[config.mk]
export PLATFORM = sky130hd
export DESIGN_NAME = regfile_wb_scheduler_flat
export DESIGN_NICKNAME = d
export VERILOG_FILES = /design/src/rtl/regfile_wb_scheduler_if.sv /design/src/rtl/regfile_wb_scheduler.sv /design/src/flat_wrapper.sv
export SDC_FILE = /design/constraint.sdc
export NUM_CORES = 1
export LEC_CHECK = 0
export CAP_MARGIN = 20
export CELL_PAD_IN_SITES_DETAIL_PLACEMENT = 0
export CELL_PAD_IN_SITES_GLOBAL_PLACEMENT = 1
export CORE_UTILIZATION = 37
export CTS_CLUSTER_SIZE = 16
export DETAILED_ROUTE_END_ITERATION = 16
export PLACE_DENSITY = 0.95
export SLEW_MARGIN = 20
export SYNTH_ARGS = -nofsm -noshare
export SYNTH_HDL_FRONTEND = slang
export SYNTH_SLANG_ARGS = --single-unit
[constraint.sdc]
create_clock -name clk -period 4.38 [get_ports clk]
set_input_delay 0.876 -clock clk [delete_from_list [all_inputs] [get_ports clk]]
set_output_delay 0.876 -clock clk [all_outputs]
set_load 0.05 [all_outputs]
[src/rtl/regfile_wb_scheduler_if.sv]
// Writeback, register-file write port and hazard-check signals shared between
// the writeback scheduler and its surrounding pipeline.
interface regfile_wb_scheduler_if #(
    parameter int XLEN = 32,
    parameter int AW   = 5
);
    logic            alu_valid;
    logic            alu_ready;
    logic [AW-1:0]   alu_rd;
    logic [XLEN-1:0] alu_data;
    logic            lsu_valid;
    logic            lsu_ready;
    logic [AW-1:0]   lsu_rd;
    logic [XLEN-1:0] lsu_data;
    logic [AW-1:0]   rf_rd;
    logic            rf_wen;
    logic [XLEN-1:0] rf_data;
    logic            iss_valid;
    logic [AW-1:0]   iss_rd;
    logic            iss_ready;
    logic [AW-1:0]   chk_rs1_addr;
    logic [AW-1:0]   chk_rs2_addr;
    logic            rs1_busy;
    logic            rs2_busy;

    modport master (
        output alu_valid, alu_rd, alu_data,
        output lsu_valid, lsu_rd, lsu_data,
        output iss_valid, iss_rd, chk_rs1_addr, chk_rs2_addr,
        input  alu_ready, lsu_ready, iss_ready, rs1_busy, rs2_busy,
        input  rf_rd, rf_wen, rf_data
    );

    modport slave (
        input  alu_valid, alu_rd, alu_data,
        input  lsu_valid, lsu_rd, lsu_data,
        input  iss_valid, iss_rd, chk_rs1_addr, chk_rs2_addr,
        output alu_ready, lsu_ready, iss_ready, rs1_busy, rs2_busy,
        output rf_rd, rf_wen, rf_data
    );
endinterface

[src/rtl/regfile_wb_scheduler.sv]
// Round-robin scheduler for the single register-file write port (ALU vs LSU)
// with a busy scoreboard used by issue for RAW/WAW stalls.
module regfile_wb_scheduler #(
    parameter int XLEN = 32,
    parameter int AW   = 5
) (
    input  logic                  clk,
    input  logic                  rstn,
    regfile_wb_scheduler_if.slave wb
);
    localparam int NREG = 2 ** AW;

    typedef enum logic {
        GRANT_ALU = 1'b0,
        GRANT_LSU = 1'b1
    } grant_e;

    grant_e          last_grant_r;
    grant_e          last_grant_nxt_s;
    logic            alu_gnt_s;
    logic            lsu_gnt_s;
    logic            hs_s;
    logic [AW-1:0]   gnt_rd_s;
    logic [XLEN-1:0] gnt_data_s;
    logic [AW-1:0]   rf_rd_r;
    logic            rf_wen_r;
    logic [XLEN-1:0] rf_data_r;
    logic [NREG-1:0] busy_r;
    logic [NREG-1:0] busy_nxt_s;
    logic            iss_ready_s;

    // Grant selection and next round-robin pointer; a tie goes to the requester not served last.
    always_comb begin
        alu_gnt_s        = 1'b0;
        lsu_gnt_s        = 1'b0;
        last_grant_nxt_s = last_grant_r;
        if (wb.alu_valid && wb.lsu_valid) begin
            if (last_grant_r == GRANT_ALU) begin
                lsu_gnt_s = 1'b1;
            end else begin
                alu_gnt_s = 1'b1;
            end
        end else if (wb.alu_valid) begin
            alu_gnt_s = 1'b1;
        end else if (wb.lsu_valid) begin
            lsu_gnt_s = 1'b1;
        end else begin
            alu_gnt_s = 1'b0;
            lsu_gnt_s = 1'b0;
        end
        if (alu_gnt_s) begin
            last_grant_nxt_s = GRANT_ALU;
        end else if (lsu_gnt_s) begin
            last_grant_nxt_s = GRANT_LSU;
        end else begin
            last_grant_nxt_s = last_grant_r;
        end
    end

    assign hs_s       = alu_gnt_s | lsu_gnt_s;
    assign gnt_rd_s   = lsu_gnt_s ? wb.lsu_rd   : wb.alu_rd;
    assign gnt_data_s = lsu_gnt_s ? wb.lsu_data : wb.alu_data;

    // Round-robin pointer register.
    always_ff @(posedge clk or negedge rstn) begin
        if (!rstn) begin
            last_grant_r <= GRANT_ALU;
        end else begin
            last_grant_r <= last_grant_nxt_s;
        end
    end

    // Registered write port; an x0 destination completes the handshake without a write.
    always_ff @(posedge clk or negedge rstn) begin
        if (!rstn) begin
            rf_rd_r   <= {AW{1'b0}};
            rf_wen_r  <= 1'b0;
            rf_data_r <= {XLEN{1'b0}};
        end else if (hs_s) begin
            rf_rd_r   <= gnt_rd_s;
            rf_wen_r  <= (gnt_rd_s != {AW{1'b0}});
            rf_data_r <= gnt_data_s;
        end else begin
            rf_wen_r  <= 1'b0;
        end
    end

    assign iss_ready_s = ~busy_r[wb.iss_rd];

    // Scoreboard update: clear on commit, set on accepted claim; a claim never targets a busy
    // register, so the two never collide.
    always_comb begin
        busy_nxt_s = busy_r;
        if (rf_wen_r) begin
            busy_nxt_s[rf_rd_r] = 1'b0;
        end else begin
            busy_nxt_s = busy_r;
        end
        if (wb.iss_valid && iss_ready_s && (wb.iss_rd != {AW{1'b0}})) begin
            busy_nxt_s[wb.iss_rd] = 1'b1;
        end else begin
            busy_nxt_s[0] = 1'b0;
        end
        busy_nxt_s[0] = 1'b0;
    end

    // Scoreboard register.
    always_ff @(posedge clk or negedge rstn) begin
        if (!rstn) begin
            busy_r <= {NREG{1'b0}};
        end else begin
            busy_r <= busy_nxt_s;
        end
    end

    assign wb.alu_ready = alu_gnt_s;
    assign wb.lsu_ready = lsu_gnt_s;
    assign wb.rf_rd     = rf_rd_r;
    assign wb.rf_wen    = rf_wen_r;
    assign wb.rf_data   = rf_data_r;
    assign wb.iss_ready = iss_ready_s;
    assign wb.rs1_busy  = busy_r[wb.chk_rs1_addr];
    assign wb.rs2_busy  = busy_r[wb.chk_rs2_addr];

endmodule

[src/flat_wrapper.sv]
// flat-port wrapper written by rule: the top's interface ports become plain ports
module regfile_wb_scheduler_flat 
#(
    parameter int XLEN = 32,
    parameter int AW   = 5
)
  (clk, rstn, wb_alu_valid, wb_alu_rd, wb_alu_data, wb_lsu_valid, wb_lsu_rd, wb_lsu_data, wb_iss_valid, wb_iss_rd, wb_chk_rs1_addr, wb_chk_rs2_addr, wb_alu_ready, wb_lsu_ready, wb_iss_ready, wb_rs1_busy, wb_rs2_busy, wb_rf_rd, wb_rf_wen, wb_rf_data);
  regfile_wb_scheduler_if #(.XLEN(XLEN), .AW(AW)) wb_i ();
  input  logic clk;
  input  logic rstn;
  input wire logic [$bits(wb_i.alu_valid)-1:0] wb_alu_valid;
  input wire logic [$bits(wb_i.alu_rd)-1:0] wb_alu_rd;
  input wire logic [$bits(wb_i.alu_data)-1:0] wb_alu_data;
  input wire logic [$bits(wb_i.lsu_valid)-1:0] wb_lsu_valid;
  input wire logic [$bits(wb_i.lsu_rd)-1:0] wb_lsu_rd;
  input wire logic [$bits(wb_i.lsu_data)-1:0] wb_lsu_data;
  input wire logic [$bits(wb_i.iss_valid)-1:0] wb_iss_valid;
  input wire logic [$bits(wb_i.iss_rd)-1:0] wb_iss_rd;
  input wire logic [$bits(wb_i.chk_rs1_addr)-1:0] wb_chk_rs1_addr;
  input wire logic [$bits(wb_i.chk_rs2_addr)-1:0] wb_chk_rs2_addr;
  output wire logic [$bits(wb_i.alu_ready)-1:0] wb_alu_ready;
  output wire logic [$bits(wb_i.lsu_ready)-1:0] wb_lsu_ready;
  output wire logic [$bits(wb_i.iss_ready)-1:0] wb_iss_ready;
  output wire logic [$bits(wb_i.rs1_busy)-1:0] wb_rs1_busy;
  output wire logic [$bits(wb_i.rs2_busy)-1:0] wb_rs2_busy;
  output wire logic [$bits(wb_i.rf_rd)-1:0] wb_rf_rd;
  output wire logic [$bits(wb_i.rf_wen)-1:0] wb_rf_wen;
  output wire logic [$bits(wb_i.rf_data)-1:0] wb_rf_data;
  assign wb_i.alu_valid = wb_alu_valid;
  assign wb_i.alu_rd = wb_alu_rd;
  assign wb_i.alu_data = wb_alu_data;
  assign wb_i.lsu_valid = wb_lsu_valid;
  assign wb_i.lsu_rd = wb_lsu_rd;
  assign wb_i.lsu_data = wb_lsu_data;
  assign wb_i.iss_valid = wb_iss_valid;
  assign wb_i.iss_rd = wb_iss_rd;
  assign wb_i.chk_rs1_addr = wb_chk_rs1_addr;
  assign wb_i.chk_rs2_addr = wb_chk_rs2_addr;
  assign wb_alu_ready = wb_i.alu_ready;
  assign wb_lsu_ready = wb_i.lsu_ready;
  assign wb_iss_ready = wb_i.iss_ready;
  assign wb_rs1_busy = wb_i.rs1_busy;
  assign wb_rs2_busy = wb_i.rs2_busy;
  assign wb_rf_rd = wb_i.rf_rd;
  assign wb_rf_wen = wb_i.rf_wen;
  assign wb_rf_data = wb_i.rf_data;
  regfile_wb_scheduler #(.XLEN(XLEN), .AW(AW)) u_core (.clk(clk), .rstn(rstn), .wb(wb_i));
endmodule
==> metrics.md <==
| Metric | Value |
|---|---|
| Fin crit period | 4020 ps |
| Clock Skew | 15.6 ps |
| CP required | 3500 ps |
| Final Cell Area | 5590 µm² |
| Core Footprint | 10300 µm² |
| Initial antenna violation count | 0 |
| Setup slack, reg-to-reg | 2600 ps |
| Slowest CP cell | clkdlybuf4s50_1 |
| M1 GR Usage | 0.274 |
| Commonest non-fill, non-tap cells in the layout | clkdlybuf4s50_1 (130), nor2_1 (84), dfrtp_1 (70) |
| GR Util met3 | 0.0501 |
| Worst-Margin Slew | 870 ps |
| Max Slew Vio Count | 0 |
| Inserted Clock Buffers | 9 |
| Number of diodes | 0 |
| Row Count | 37 |
| Power per cell area | 465 nW/µm² |
| Root buf cell | clkbuf_8 |
| Die ar. | 11100 µm² |
| Vias per cell | 5.64 |
| Crit start category | input port |
| Die width | 105 µm |
| Via Count | 3770 |
| Start point of the worst hold path | u_core.wb.rf_data[12]$_DFFE_PN0P_ |
| Most used cell along the critical path | buf_4 |
| Fmax | 248 MHz |
| Longest Clk Path Bufs | 2 |
| Max FO, Critical Path | 11 |
| Critical-path cell list | clkdlybuf4s50_1 -> buf_4 -> mux2_1 -> a32oi_1 -> o2bb2ai_1 -> nor4_1 -> buf_4 -> buf_12 |
| DR iter-0 viols | 290 |
| Global route total overflow | 0 |
| H-tree depth | 3 |
| RR Endpoint | u_core.wb.rf_data[1]$_DFFE_PN0P_ |
| DR DRC count | 0 |
| Yosys warnings | 0 |
| Die H | 105 µm |
| Worst ir drop on vdd | 0.000200 V |
| Layout area overhead | 41.6% |
| Post-Route Setup TNS | 0 ps |
| IO buf count | 136 |
| Reg2Reg Launch Point | u_core.last_grant_r$_DFFE_PN0P_ |
| CTS Sinks | 70 |
| Tot Pwr | 2.60 mW |
| Crit path buf inv count | 4 |
| GRT Util Overall | 0.222 |
| HPWL Detailed | 8790 µm |
| Area of the mapped netlist | 3950 µm² |
| TritonCTS clock tree | done |
| Final Non-Filler Cells | 668 |
| Post-synth cell types | 40 |
| Final hold vios | 0 |
| Worst min-delay path category | reg -> reg |
| Static Leakage | 2.13 nW |
| Grt peak-use layer | met2 |
| GR Util met2 | 0.376 |
| Syn Nets | 493 |
| Pin count of the biggest net entering global routing | 40 |
| RePlAce Congestion | 0.954 |
| Post-Route WL | 11900 µm |
| Nets | 621 |
| Period Utilization, post-route | 0.919 |
| Initial Util | 0.382 |
| I/O pins | 137 |
| Commonest non-fill, non-tap cell in the layout | clkdlybuf4s50_1 |
| Depth of the most critical reg-to-reg path | 5 |
| CP max stage delay | 740 ps |
| Setup crit end kind | primary output |
| Crit path DAT | 3150 ps |
| Synthesized instance count | 399 |
| # setup viols final | 0 |
| Share of cells above drive strength 1 | 0.126 |
| FF+latch count, synth | 70 |
| Insertion delay to the later sink of the worst-skew pair | 350 ps |
| Avg Cell Area, Syn | 9.89 µm² |
| Setup Fix Bufs, Post-CTS | 0 |
| 1st-pass router iterations | 5 |
| Hold Path End | u_core.wb.rf_data[12]$_DFFE_PN0P_ |
| Wire per inst | 17.8 µm |
| RSZ-0062 raised after global routing | false |
| Post-CTS Resized | 0 |
| Crit path kind | in -> out |
| Post-synthesis sequential area ratio | 0.444 |
| Hold Crit Depth | 2 |
| Slew HR | 0.420 |
| Top Family by Delay on Critical Path | buffers and inverters |
| Antenna viol nets, final | 0 |
| Global-route wire length before repair | 19000 µm |
| Status | finished, final reports clean |
| Placed Area | 5390 µm² |
| Vias in the first global route | 3804 |
| Cts hold-fix bufs | 0 |
| Max Cap Violations | 0 |
| Clk slew on worst S/H paths | 70 ps |
| Final hold slack | 512 ps |
| Dpl cells | 652 |
[cell usage after synthesis, drive strengths merged]
master / number / area share
nand3: 4 / 0.0051
nor3: 2 / 0.0025
nand2: 12 / 0.011
clkbuf: 14 / 0.013
a21oi: 2 / 0.0035
dfrtp: 70 / 0.44
nor3b: 3 / 0.0057
o21ai: 57 / 0.072
mux2i: 12 / 0.030
mux4: 17 / 0.097
nand2b: 3 / 0.0048
and3: 2 / 0.0032
buf: 11 / 0.021
o22a: 2 / 0.0044
o31ai: 9 / 0.017
nand3b: 7 / 0.013
nor4: 1 / 0.0016
o32ai: 2 / 0.0044
o2bb2ai: 1 / 0.0022
nor2: 84 / 0.080
mux2: 15 / 0.043
or2: 3 / 0.0048
or3b: 9 / 0.020
or3: 4 / 0.0089
o211ai: 2 / 0.0038
inv: 4 / 0.0038
a32oi: 1 / 0.0022
a31oi: 4 / 0.010
o22ai: 40 / 0.063
or4: 2 / 0.0038
[worst reg2reg max path, stage by stage, from the launching register on]
cell      delay, ps
dfrtp_1         410
nand2b_1        400
nand2_1         220
buf_4           380
o22ai_1         190
nor2_1          110
[flip-flops by register name, summed over array words and instances (netlist names)]
register / count
u_core.busy_r: 31
u_core.wb.rf_rd: 5
u_core.last_grant_r: 1
u_core.wb.rf_wen: 1
u_core.wb.rf_data: 32
[cell type report]
cell class | count | area, µm²
fillers | 916 | 4730
multi-input cells | 300 | 2050
flip-flops and latches | 70 | 1750
repair buffers | 142 | 1400
well taps | 136 | 170
clock buffers | 10 | 138
clock inverters | 6 | 68.8
inverters | 4 | 15.0
[report_power, final]
| part | total, mW | switching [mW] | internal, mW |
|---|---|---|---|
| sequential | 1.05 | 0.216 | 0.835 |
| clock | 0.541 | 0.259 | 0.281 |
| combinational | 1.01 | 0.534 | 0.476 |
| total | 2.60 | 1.01 | 1.59 |
[worst max-delay path by stage]
stage	slack, ps	to	cells past startpoint	from
after floorplan	310	wb_iss_ready	6	wb_iss_rd[1]
after global placement	390	wb_iss_ready	8	wb_iss_rd[1]
after detailed placement	380	wb_iss_ready	8	wb_iss_rd[1]
after CTS	360	wb_iss_ready	8	wb_iss_rd[1]
after global routing	190	wb_iss_ready	8	wb_iss_rd[1]
final	360	wb_iss_ready	8	wb_iss_rd[1]
[kinds of logic (layout without fill, tap and decap cells)]
group           count (synthesis)  count (layout)  share of synthesized area
simple gates                  136             136                      0.165
compound gates                120             120                      0.184
mux                            44              44                      0.170
buf+inv                        29             162                     0.0377
flops                          70              70                      0.444
[metal layers]
layer | wire length [µm] | up-vias
met4 | 238 | 0
met1 | 4670 | 1787
met5 | 0 | -
met3 | 1180 | 26
li1 | - | 1745
met2 | 5830 | 212
[per-stage QoR]
| stage | utilization | worst slack, ps |
|---|---|---|
| after CTS | 0.542 | 363 |
| after global routing | 0.542 | 189 |
| after global placement | 0.522 | 393 |
| after detailed placement | 0.522 | 376 |
| after floorplan | - | 308 |
| final | 0.542 | 355 |
No activity file was read; power rests on OpenSTA's default activity.
